--- config.mk ---
export PLATFORM = sky130hd
export DESIGN_NAME = load_store_unit_flat
export DESIGN_NICKNAME = d
export VERILOG_FILES = /design/src/rtl/load_store_unit_if.sv /design/src/rtl/load_store_unit.sv /design/src/flat_wrapper.sv
export SDC_FILE = /design/constraint.sdc
export NUM_CORES = 1
export LEC_CHECK = 0
export ABC_AREA = 1
export BUFFER_PORTS_ARGS = -buffer_cell sky130_fd_sc_hd__buf_2
export CAP_MARGIN = 5
export CORE_MARGIN = 2
export CORE_UTILIZATION = 40
export DETAILED_ROUTE_END_ITERATION = 8
export PLACE_DENSITY = 0.7
export SLEW_MARGIN = 20
export SYNTH_ARGS = -nofsm -noshare
export SYNTH_HDL_FRONTEND = slang
export SYNTH_SLANG_ARGS = --single-unit
--- constraint.sdc ---
create_clock -name clk -period 1.3 [get_ports clk]
set_input_delay 0.26 -clock clk [delete_from_list [all_inputs] [get_ports clk]]
set_output_delay 0.26 -clock clk [all_outputs]
set_load 0.01 [all_outputs]
--- src/rtl/load_store_unit_if.sv ---
// Request/response and data-memory bus bundle for load_store_unit.
// Handshake: a request transfers on a rising edge where req_valid && req_ready;
// the requester holds its fields stable while req_valid is high and not yet accepted.
// resp_valid is a single-cycle pulse with no backpressure.
interface load_store_unit_if;
  logic        req_valid;
  logic        req_ready;
  logic        req_write;
  logic [2:0]  req_funct3;
  logic [63:0] req_addr;
  logic [63:0] req_wdata;
  logic        resp_valid;
  logic [63:0] resp_rdata;
  logic        resp_error;
  logic        mem_read;
  logic        mem_write;
  logic [63:0] mem_address;
  logic [63:0] mem_write_data;
  logic [63:0] mem_read_data;

  modport slave (
    input  req_valid, req_write, req_funct3, req_addr, req_wdata, mem_read_data,
    output req_ready, resp_valid, resp_rdata, resp_error,
           mem_read, mem_write, mem_address, mem_write_data
  );

  modport master (
    output req_valid, req_write, req_funct3, req_addr, req_wdata, mem_read_data,
    input  req_ready, resp_valid, resp_rdata, resp_error,
           mem_read, mem_write, mem_address, mem_write_data
  );
endinterface

--- src/rtl/load_store_unit.sv ---
// Single-outstanding load/store initiator for an 8-byte-wide, byte-addressed memory.
// Sub-doubleword stores are read-modify-write so untouched bytes are preserved.
module load_store_unit #(
  parameter int MEM_BYTES = 512
) (
  input  logic               clk,
  input  logic               reset,
  load_store_unit_if.slave   bus,
  output logic [2:0]         dbg_state
);

  localparam logic [2:0] S_IDLE     = 3'd0;
  localparam logic [2:0] S_LOAD     = 3'd1;
  localparam logic [2:0] S_STORE_RD = 3'd2;
  localparam logic [2:0] S_STORE_WR = 3'd3;
  localparam logic [2:0] S_RESP     = 3'd4;

  localparam logic [63:0] MAX_ADDR = 64'(MEM_BYTES - 8);

  logic [2:0]  state, state_nxt;
  logic        write_q;
  logic [2:0]  funct3_q;
  logic [63:0] addr_q;
  logic [63:0] wdata_q;
  logic [63:0] data_q;
  logic        err_q;

  logic        accept;
  logic        req_err;
  logic [63:0] load_ext;
  logic [63:0] store_merge;

  assign accept    = bus.req_valid && bus.req_ready;
  assign dbg_state = state;

  // Stores only have widths 000..011; loads reject only 111.
  always_comb begin
    req_err = 1'b0;
    if (bus.req_write) req_err = bus.req_funct3[2];
    else               req_err = (bus.req_funct3 == 3'b111);
    if (bus.req_addr > MAX_ADDR) req_err = 1'b1;
  end

  always_ff @(posedge clk) begin
    if (reset) state <= S_IDLE;
    else       state <= state_nxt;
  end

  always_comb begin
    state_nxt = state;
    case (state)
      S_IDLE: begin
        if (accept) begin
          if (req_err)                          state_nxt = S_RESP;
          else if (!bus.req_write)              state_nxt = S_LOAD;
          else if (bus.req_funct3[1:0] == 2'b11) state_nxt = S_STORE_WR;
          else                                  state_nxt = S_STORE_RD;
        end
      end
      S_LOAD:     state_nxt = S_RESP;
      S_STORE_RD: state_nxt = S_STORE_WR;
      S_STORE_WR: state_nxt = S_RESP;
      S_RESP:     state_nxt = S_IDLE;
      default:    state_nxt = S_IDLE;
    endcase
  end

  always_comb begin
    load_ext = '0;
    case (funct3_q)
      3'b000: load_ext = {{56{bus.mem_read_data[7]}},  bus.mem_read_data[7:0]};
      3'b001: load_ext = {{48{bus.mem_read_data[15]}}, bus.mem_read_data[15:0]};
      3'b010: load_ext = {{32{bus.mem_read_data[31]}}, bus.mem_read_data[31:0]};
      3'b011: load_ext = bus.mem_read_data;
      3'b100: load_ext = {56'd0, bus.mem_read_data[7:0]};
      3'b101: load_ext = {48'd0, bus.mem_read_data[15:0]};
      3'b110: load_ext = {32'd0, bus.mem_read_data[31:0]};
      default: load_ext = '0;
    endcase
  end

  always_comb begin
    store_merge = wdata_q;
    case (funct3_q[1:0])
      2'b00:   store_merge = {bus.mem_read_data[63:8],  wdata_q[7:0]};
      2'b01:   store_merge = {bus.mem_read_data[63:16], wdata_q[15:0]};
      2'b10:   store_merge = {bus.mem_read_data[63:32], wdata_q[31:0]};
      default: store_merge = wdata_q;
    endcase
  end

  // data_q starts as the raw store data (used directly by sd), then holds
  // either the merged RMW word or the extended load result.
  always_ff @(posedge clk) begin
    if (reset) begin
      write_q  <= 1'b0;
      funct3_q <= 3'd0;
      addr_q   <= '0;
      wdata_q  <= '0;
      data_q   <= '0;
      err_q    <= 1'b0;
    end else begin
      case (state)
        S_IDLE: begin
          if (accept) begin
            write_q  <= bus.req_write;
            funct3_q <= bus.req_funct3;
            addr_q   <= bus.req_addr;
            wdata_q  <= bus.req_wdata;
            data_q   <= bus.req_wdata;
            err_q    <= req_err;
          end
        end
        S_LOAD:     data_q <= load_ext;
        S_STORE_RD: data_q <= store_merge;
        default: ;
      endcase
    end
  end

  always_comb begin
    bus.req_ready      = 1'b0;
    bus.resp_valid     = 1'b0;
    bus.resp_rdata     = '0;
    bus.resp_error     = 1'b0;
    bus.mem_read       = 1'b0;
    bus.mem_write      = 1'b0;
    bus.mem_address    = '0;
    bus.mem_write_data = '0;
    case (state)
      S_IDLE: bus.req_ready = !reset;
      S_LOAD, S_STORE_RD: begin
        bus.mem_read    = 1'b1;
        bus.mem_address = addr_q;
      end
      S_STORE_WR: begin
        bus.mem_write      = !reset;
        bus.mem_address    = addr_q;
        bus.mem_write_data = data_q;
      end
      S_RESP: begin
        bus.resp_valid = 1'b1;
        bus.resp_error = err_q;
        bus.resp_rdata = (!write_q && !err_q) ? data_q : '0;
      end
      default: ;
    endcase
  end

endmodule

--- src/flat_wrapper.sv ---
// flat-port wrapper written by rule: the top's interface ports become plain ports
module load_store_unit_flat 
#(
  parameter int MEM_BYTES = 512
)
  (clk, reset, dbg_state, bus_req_valid, bus_req_write, bus_req_funct3, bus_req_addr, bus_req_wdata, bus_mem_read_data, bus_req_ready, bus_resp_valid, bus_resp_rdata, bus_resp_error, bus_mem_read, bus_mem_write, bus_mem_address, bus_mem_write_data);
  load_store_unit_if bus_i ();
  input  logic clk;
  input  logic reset;
  output logic [2:0] dbg_state;
  input wire logic [$bits(bus_i.req_valid)-1:0] bus_req_valid;
  input wire logic [$bits(bus_i.req_write)-1:0] bus_req_write;
  input wire logic [$bits(bus_i.req_funct3)-1:0] bus_req_funct3;
  input wire logic [$bits(bus_i.req_addr)-1:0] bus_req_addr;
  input wire logic [$bits(bus_i.req_wdata)-1:0] bus_req_wdata;
  input wire logic [$bits(bus_i.mem_read_data)-1:0] bus_mem_read_data;
  output wire logic [$bits(bus_i.req_ready)-1:0] bus_req_ready;
  output wire logic [$bits(bus_i.resp_valid)-1:0] bus_resp_valid;
  output wire logic [$bits(bus_i.resp_rdata)-1:0] bus_resp_rdata;
  output wire logic [$bits(bus_i.resp_error)-1:0] bus_resp_error;
  output wire logic [$bits(bus_i.mem_read)-1:0] bus_mem_read;
  output wire logic [$bits(bus_i.mem_write)-1:0] bus_mem_write;
  output wire logic [$bits(bus_i.mem_address)-1:0] bus_mem_address;
  output wire logic [$bits(bus_i.mem_write_data)-1:0] bus_mem_write_data;
  assign bus_i.req_valid = bus_req_valid;
  assign bus_i.req_write = bus_req_write;
  assign bus_i.req_funct3 = bus_req_funct3;
  assign bus_i.req_addr = bus_req_addr;
  assign bus_i.req_wdata = bus_req_wdata;
  assign bus_i.mem_read_data = bus_mem_read_data;
  assign bus_req_ready = bus_i.req_ready;
  assign bus_resp_valid = bus_i.resp_valid;
  assign bus_resp_rdata = bus_i.resp_rdata;
  assign bus_resp_error = bus_i.resp_error;
  assign bus_mem_read = bus_i.mem_read;
  assign bus_mem_write = bus_i.mem_write;
  assign bus_mem_address = bus_i.mem_address;
  assign bus_mem_write_data = bus_i.mem_write_data;
  load_store_unit #(.MEM_BYTES(MEM_BYTES)) u_core (.clk(clk), .reset(reset), .bus(bus_i), .dbg_state(dbg_state));
endmodule
==> results of run 1 <==
==> power groups by stage <==
| stage | Combinational (W) | Clock, W | Sequential (W) |
|---|---|---|---|
| 2_1_floorplan | 0.00241 | 0 | 0.00701 |
| 3_3_place_gp | 0.00343 | 0 | 0.00705 |
| 3_5_place_dp | 0.00349 | 0 | 0.00707 |
| 4_1_cts | 0.00372 | 0.00558 | 0.00693 |
| 5_1_grt | 0.00430 | 0.00583 | 0.00700 |
| 6_report | 0.00396 | 0.00550 | 0.00694 |
==> tightest hold or removal path: cells and delay by family <==
family / cells / cell delay (ns)
AND/OR/NAND/NOR: 2 / 0.10
buffers and inverters: 1 / 0.09
==> cell usage in the layout, fill, tap and decap left out, drive strengths merged, types with 3 or more instances in the layout <==
cell type	n
a21oi	130
buf	532
clkbuf	25
clkinv	6
dfxtp	200
diode	8
inv	191
nand2	370
nand3	96
nand4	3
nor2	295
nor3	66
o21ai	254
==> per-stage QoR <==
| step | instance area, um2 | power [W] | setup TNS [ns] | instances |
|---|---|---|---|---|
| 5_1_grt | 16600 | 0.0171 | -230.96 | 2515 |
| 3_5_place_dp | 15100 | 0.0106 | -96.02 | 2449 |
| 4_1_cts | 16300 | 0.0162 | -191.89 | 2497 |
| 2_1_floorplan | 12300 | 0.00941 | -29.93 | 1726 |
| 3_3_place_gp | 15100 | 0.0105 | -90.37 | 2449 |
| 6_report | 16600 | 0.0164 | -199.86 | 2516 |
==> layer usage <==
layer	part of all wire, %	vias to the layer above	wire length (um)	GRT usage, %
met4	3.0	2	1260	11.6
met2	49	539	20700	49.2
met1	40	5949	16700	34.4
met5	0.026	-	11	0
li1	-	6358	-	-
met3	7.4	77	3100	5.06
==> logic make-up (layout without fill, tap and decap cells) <==
family	Yosys count	after routing	synth area share (%)
other cells	0	8	0
simple gates	831	831	31.9
buf+inv	311	757	11.7
flops	200	200	37.9
compound gates	384	385	18.4
==> registers in the layout, summed over array words and instances (netlist names) <==
| register | count |
|---|---|
| u_core.addr_q | 64 |
| u_core.data_q | 64 |
| u_core.wdata_q | 64 |
| u_core.dbg_state | 3 |
| u_core.funct3_q | 3 |
| u_core.err_q | 1 |
| u_core.write_q | 1 |
==> cell type report <==
class / instances / area, um2
Fill cell: 2306 / 9340
Clock inverter: 14 / 161
Inverter: 184 / 733
Timing Repair inverter: 1 / 16.3
Timing Repair Buffer: 540 / 4140
Tap cell: 335 / 419
Sequential cell: 200 / 4010
Antenna cell: 8 / 20.0
Clock buffer: 18 / 439
Multi-Input combinational cell: 1216 / 6700
==> what timing repair did <==
item                       in CTS  in global routing
resized for setup              86                 28
setup endpoints to repair     400                400
gates cloned                    8                  9
pin swaps                       1                  3
buffers inserted                8                  2
==> path summary, 6_finish.rpt <==
check,end,slack (ns),depth (start not counted)
min,u_core.wdata_q[58],0.03,3
max,bus_resp_rdata[25],-0.69,5
max reg2reg,u_core.addr_q[17],-0.50,10
min reg2reg,u_core.addr_q[16],0.46,2
==> impl_metrics.py, run 1 <==
metrics = {
    "synth": {
        "synth.avg_cell_area_um2": 6.12,
        "syn-cell-area_um2": 10600,
        "synth_seq_cells": 200,
        "yosysUniqueCellTypes": 27,
        "synth_edf_count": 0,
        "yosys_warnings": 0,
        "synth.largest_area_cell": "dfxtp_1",
        "synth-seq-area-share_pct": 37.9,
        "syn_inst": 1726,
        "ys.flop_type": "dfxtp_1",
        "synth_common_cells": "nand2_1, nor2_1, o21ai_0, dfxtp_1, inv_1",
        "synth_nets": 1925,
        "yosysTopAreaCellShare_pct": 37.9,
        "async_flop_share_pct": 0,
        "synth.most_common_cell": "nand2_1",
        "synth_area_leaders": "dfxtp_1, nand2_1, o21ai_0",
    },
    "timing": {
        "hold_viol": 0,
        "rsz0062_at_grt": "yes",
        "timing_max_transition_violations_final": 0,
        "fin_skew_ns": 0.0138,
        "setup_viol": 400,
        "max_freq_mhz": 502,
        "relSlewSlack_pct": 59.6,
        "hold_slack_ns": 0.0295,
        "fin_crit_sh_pct": 153,
        "worstMarginPinSlew_ns": 0.605,
        "setup_ws_ns": -0.693,
        "post-route-min-period_ns": 1.99,
    },
    "floorplanning": {
        "core_um2": 26000,
        "die-area_um2": 27700,
        "num_rows": 59,
        "fp.dieH_um": 166,
        "start_util_pct": 40.6,
        "ioPinCount": 399,
        "die_x_um": 166,
    },
    "routing": {
        "vias_per_cell": 5.14,
        "vias": 12925,
        "wl_per_cell_um": 16.6,
        "routed_wl_um": 41800,
        "drt_iter0_drc": 960,
        "drtPass1Iterations": 6,
        "detail-route-antenna-nets": 0,
        "drc_errors": 0,
    },
    "place": {
        "gp_congestion": 0.845,
        "place_ws_ns": -0.559,
        "portBuffers": 398,
        "dp_hpwl_um": 28700,
    },
    "job": {
        "maxCapViolations": 0,
    },
    "worst_setup_path": {
        "critPathArrivalTime_ns": 1.73,
        "worst_path_dominant_cell_family": "buffers and inverters",
        "cp_max_fo": 8,
        "crit-reg2reg-launch": "u_core.dbg_state[0]",
        "critPathKind": "reg2out",
        "max_stage_delay_ns": 0.33,
        "crit_path_top_delay_cell": "dfxtp_2",
        "critPathLaunchType": "flop",
        "critPathLaunch": "u_core.write_q",
        "required_ns": 1.04,
        "end_kind": "primary output",
        "crit_chain": "or2_4 > buf_12 > clkbuf_16 > nor3_4 > buf_2",
        "path_buf_inv": 3,
    },
    "power": {
        "p_clk_share_pct": 33.5,
        "vdd.ir_drop.worst_mv": 0.715,
        "power.switching_w": 0.00541,
        "p_int_w": 0.0110,
        "p_seq_share_pct": 42.3,
        "comb_power_share_pct": 24.2,
        "p_leak_nw": 7.90,
        "powerDensity_nw_per_um2": 985,
        "p_sw_share_pct": 33.0,
    },
    "clock_network": {
        "clk_latency_ns": 0.44,
        "clkSlewWorstSetupHoldPaths_ns": 0.09,
        "clockBufferDepth": 2,
        "root_buffer": "clkbuf_16",
        "clock-sinks": 200,
        "holdBufCountCts": 0,
        "numCtsBuffers": 17,
        "cts_max_level": 4,
        "cts_tree": "done",
    },
    "grt": {
        "antenna_found_initial": 9,
        "globalRoute.totalOverflow": 0,
        "grt_pass1_wl_um": 63500,
        "grt_pass1_vias": 12200,
        "track_usage_pct": 28.2,
        "grt_max_degree": 59,
    },
    "layout": {
        "final_nets": 2359,
        "final_util_pct": 64.1,
        "drive_gt1_share_pct": 36.2,
        "syn_to_final_growth_pct": 57.7,
    },
    "min_path": {
        "hp-start": "bus_req_wdata[58]",
        "hold_class": "in2reg",
    },
    "run_status": {
        "violations": "negative setup slack",
        "status": "complete, but fails checks",
    },
}
No activity file was read; power rests on OpenSTA's default activity.
==> run 2: changes to the inputs <==
--- a/config.mk
+++ b/config.mk
@@ -9,9 +9,8 @@
 export BUFFER_PORTS_ARGS = -buffer_cell sky130_fd_sc_hd__buf_2
 export CAP_MARGIN = 5
 export CORE_MARGIN = 2
-export CORE_UTILIZATION = 40
+export CORE_UTILIZATION = 35
 export DETAILED_ROUTE_END_ITERATION = 8
-export PLACE_DENSITY = 0.7
 export SLEW_MARGIN = 20
 export SYNTH_ARGS = -nofsm -noshare
 export SYNTH_HDL_FRONTEND = slang
==> impl_metrics.py, run 2 (synthesized netlist as in run 1, its figures left out) <==
metrics = {
    "worst_setup_path": {
        "endpoint": "bus_mem_address[52]",
        "r2r_cells": 10,
        "end_kind": "primary output",
        "max_stage_delay_ns": 0.38,
        "critPathLaunchType": "flop",
        "crit_path_top_delay_cell": "dfxtp_4",
        "crit_chain": "nor2_4 > inv_2 > buf_6 > nand2_8 > buf_8 > buf_6 > clkbuf_16 > nor2_1 > buf_2",
        "crit-reg2reg-launch": "u_core.dbg_state[0]",
        "regToRegSetupSlack_ns": -0.39,
        "path_common_cell": "buf_6",
        "rr_endpoint": "u_core.data_q[34]",
        "required_ns": 1.04,
        "critPathArrivalTime_ns": 1.76,
        "cp_max_fo": 4,
        "critPathKind": "reg2out",
        "critPathLaunch": "u_core.dbg_state[0]",
    },
    "timing": {
        "post-route-min-period_ns": 2.02,
        "relSlewSlack_pct": 61.7,
        "setup_viol": 398,
        "worstMarginPinSlew_ns": 0.573,
        "timing_max_transition_violations_final": 0,
        "fin_skew_ns": 0.0186,
        "rsz0062_at_grt": "yes",
        "hold_viol": 0,
        "fin_crit_sh_pct": 155,
        "max_freq_mhz": 496,
        "setup_ws_ns": -0.717,
    },
    "clock_network": {
        "clk_latency_ns": 0.45,
        "clock-sinks": 200,
        "root_buffer": "clkbuf_16",
        "cts_tree": "done",
        "numCtsBuffers": 17,
        "clkSlewWorstSetupHoldPaths_ns": 0.10,
        "cts_max_level": 4,
        "clockBufferDepth": 2,
    },
    "place": {
        "place_area_um2": 15100,
        "gp_congestion": 0.861,
        "dp_hpwl_um": 29600,
        "portBuffers": 398,
    },
    "layout": {
        "syn_to_final_growth_pct": 77.6,
        "top_regs": "u_core.addr_q x64, u_core.data_q x64, u_core.wdata_q x64",
        "fill_cells": 2594,
        "final_nets": 2404,
        "stdcell_area_um2": 18800,
        "layout_common_cells": "nand2_1, buf_2, dfxtp_1",
        "drive_gt1_share_pct": 44.0,
        "final_common_cell": "nand2_1",
    },
    "grt": {
        "grt_max_degree": 52,
        "antenna_found_initial": 7,
        "track_usage_pct": 26.1,
        "grt_pass1_vias": 12187,
        "grt.busiest_layer": "met2",
        "globalRoute.totalOverflow": 0,
        "grt_use_met2_pct": 45.9,
        "grt_pass1_wl_um": 65100,
        "use_met1_pct": 32.3,
        "grtUsageMet3_pct": 5.83,
    },
    "routing": {
        "drtPass1Iterations": 5,
        "vias_per_cell": 5.10,
        "detail-route-antenna-nets": 0,
        "wl_per_cell_um": 18.4,
        "drt_iter0_drc": 991,
        "routed_wl_um": 48100,
        "vias": 13324,
        "drc_errors": 0,
    },
    "run_status": {
        "violations": "negative setup slack",
        "status": "complete, but fails checks",
    },
    "floorplanning": {
        "fp.dieH_um": 178,
        "num_rows": 63,
        "start_util_pct": 35.6,
        "core_um2": 29600,
        "die-area_um2": 31600,
        "die_x_um": 178,
        "ioPinCount": 399,
    },
    "power": {
        "vdd.ir_drop.worst_mv": 0.741,
        "total_power_w": 0.0169,
        "powerDensity_nw_per_um2": 901,
        "p_leak_nw": 8.51,
    },
    "job": {
        "maxCapViolations": 0,
    },
    "min_path": {
        "min_path_cells": 3,
        "hold_class": "in2reg",
        "hp-start": "bus_req_wdata[20]",
    },
}
run 2: changes by cell type in the layout (fill, tap and decap cells not counted), sizes merged:
cell      previous run  this run
buf                532       559
inv                191       189
clkinv               6        11
clkinvlp             1         0
clkbuf              25        42
bufinv               1         0
diode                8         7
run 2: per-stage QoR:
step	setup slack, ns	setup TNS [ns]	util [%]	instances	hold WS (ns)
2_1_floorplan	-0.227	-29.93	-	1726	0.362
3_5_place_dp	-0.549	-84.37	50.9	2500	0.444
5_1_grt	-0.801	-207.14	63.2	2610	0.0127
6_report	-0.717	-178.60	63.3	2615	0.0159
3_3_place_gp	-0.486	-81.74	50.9	2500	0.442
4_1_cts	-0.696	-177.01	55.9	2553	0.00568
run 2: worst max-delay path, delay by kind of cell, from the launching register on:
| family | cells | cell delay [ns] |
|---|---|---|
| and+or+nand+nor | 3 | 0.20 |
| DFF | 1 | 0.38 |
| buffers and inverters | 6 | 0.74 |
run 2: power breakdown:
group          total (W)  switching, W  leakage (nW)  internal [W]
Combinational    0.00449       0.00274          6.57       0.00175
Sequential       0.00695      0.000271          1.66       0.00668
Clock            0.00545       0.00282         0.291       0.00263
run 2: worst min path at each step:
stage | endpoint | slack, ns
floorplan | u_core.err_q | 0.36
global placement | u_core.addr_q[19] | 0.44
detailed placement | u_core.addr_q[10] | 0.44
CTS | u_core.wdata_q[20] | 0.006
global route | u_core.wdata_q[22] | 0.01
finish | u_core.wdata_q[20] | 0.02
run 2: layer usage:
layer,up-vias,wire length [um]
li1,6480,-
met4,4,824
met5,-,25
met1,6228,19300
met2,558,24100
met3,54,3840
run 2: layout make-up:
type                            instances  area [um2]  area share (%)
Inverter                              184         795            4.24
Sequential cell                       200        4020            21.4
Multi-Input combinational cell       1216        7430            39.6
Timing Repair inverter                  2        20.0           0.107
Tap cell                              390         488            2.60
Clock buffer                           18         439            2.34
Antenna cell                            7        17.5          0.0934
Clock inverter                         14         150           0.801
Timing Repair Buffer                  584        5400            28.8
run 2: timing repair:
action                                  in CTS  in global routing
gates cloned                                11                 38
endpoints found under the setup margin     394                398
buffers inserted                            10                 19
pin swaps                                    1                 50
hold buffers                                 0                  0
resized for setup                          104                350
endpoints found under the hold margin        0                  0
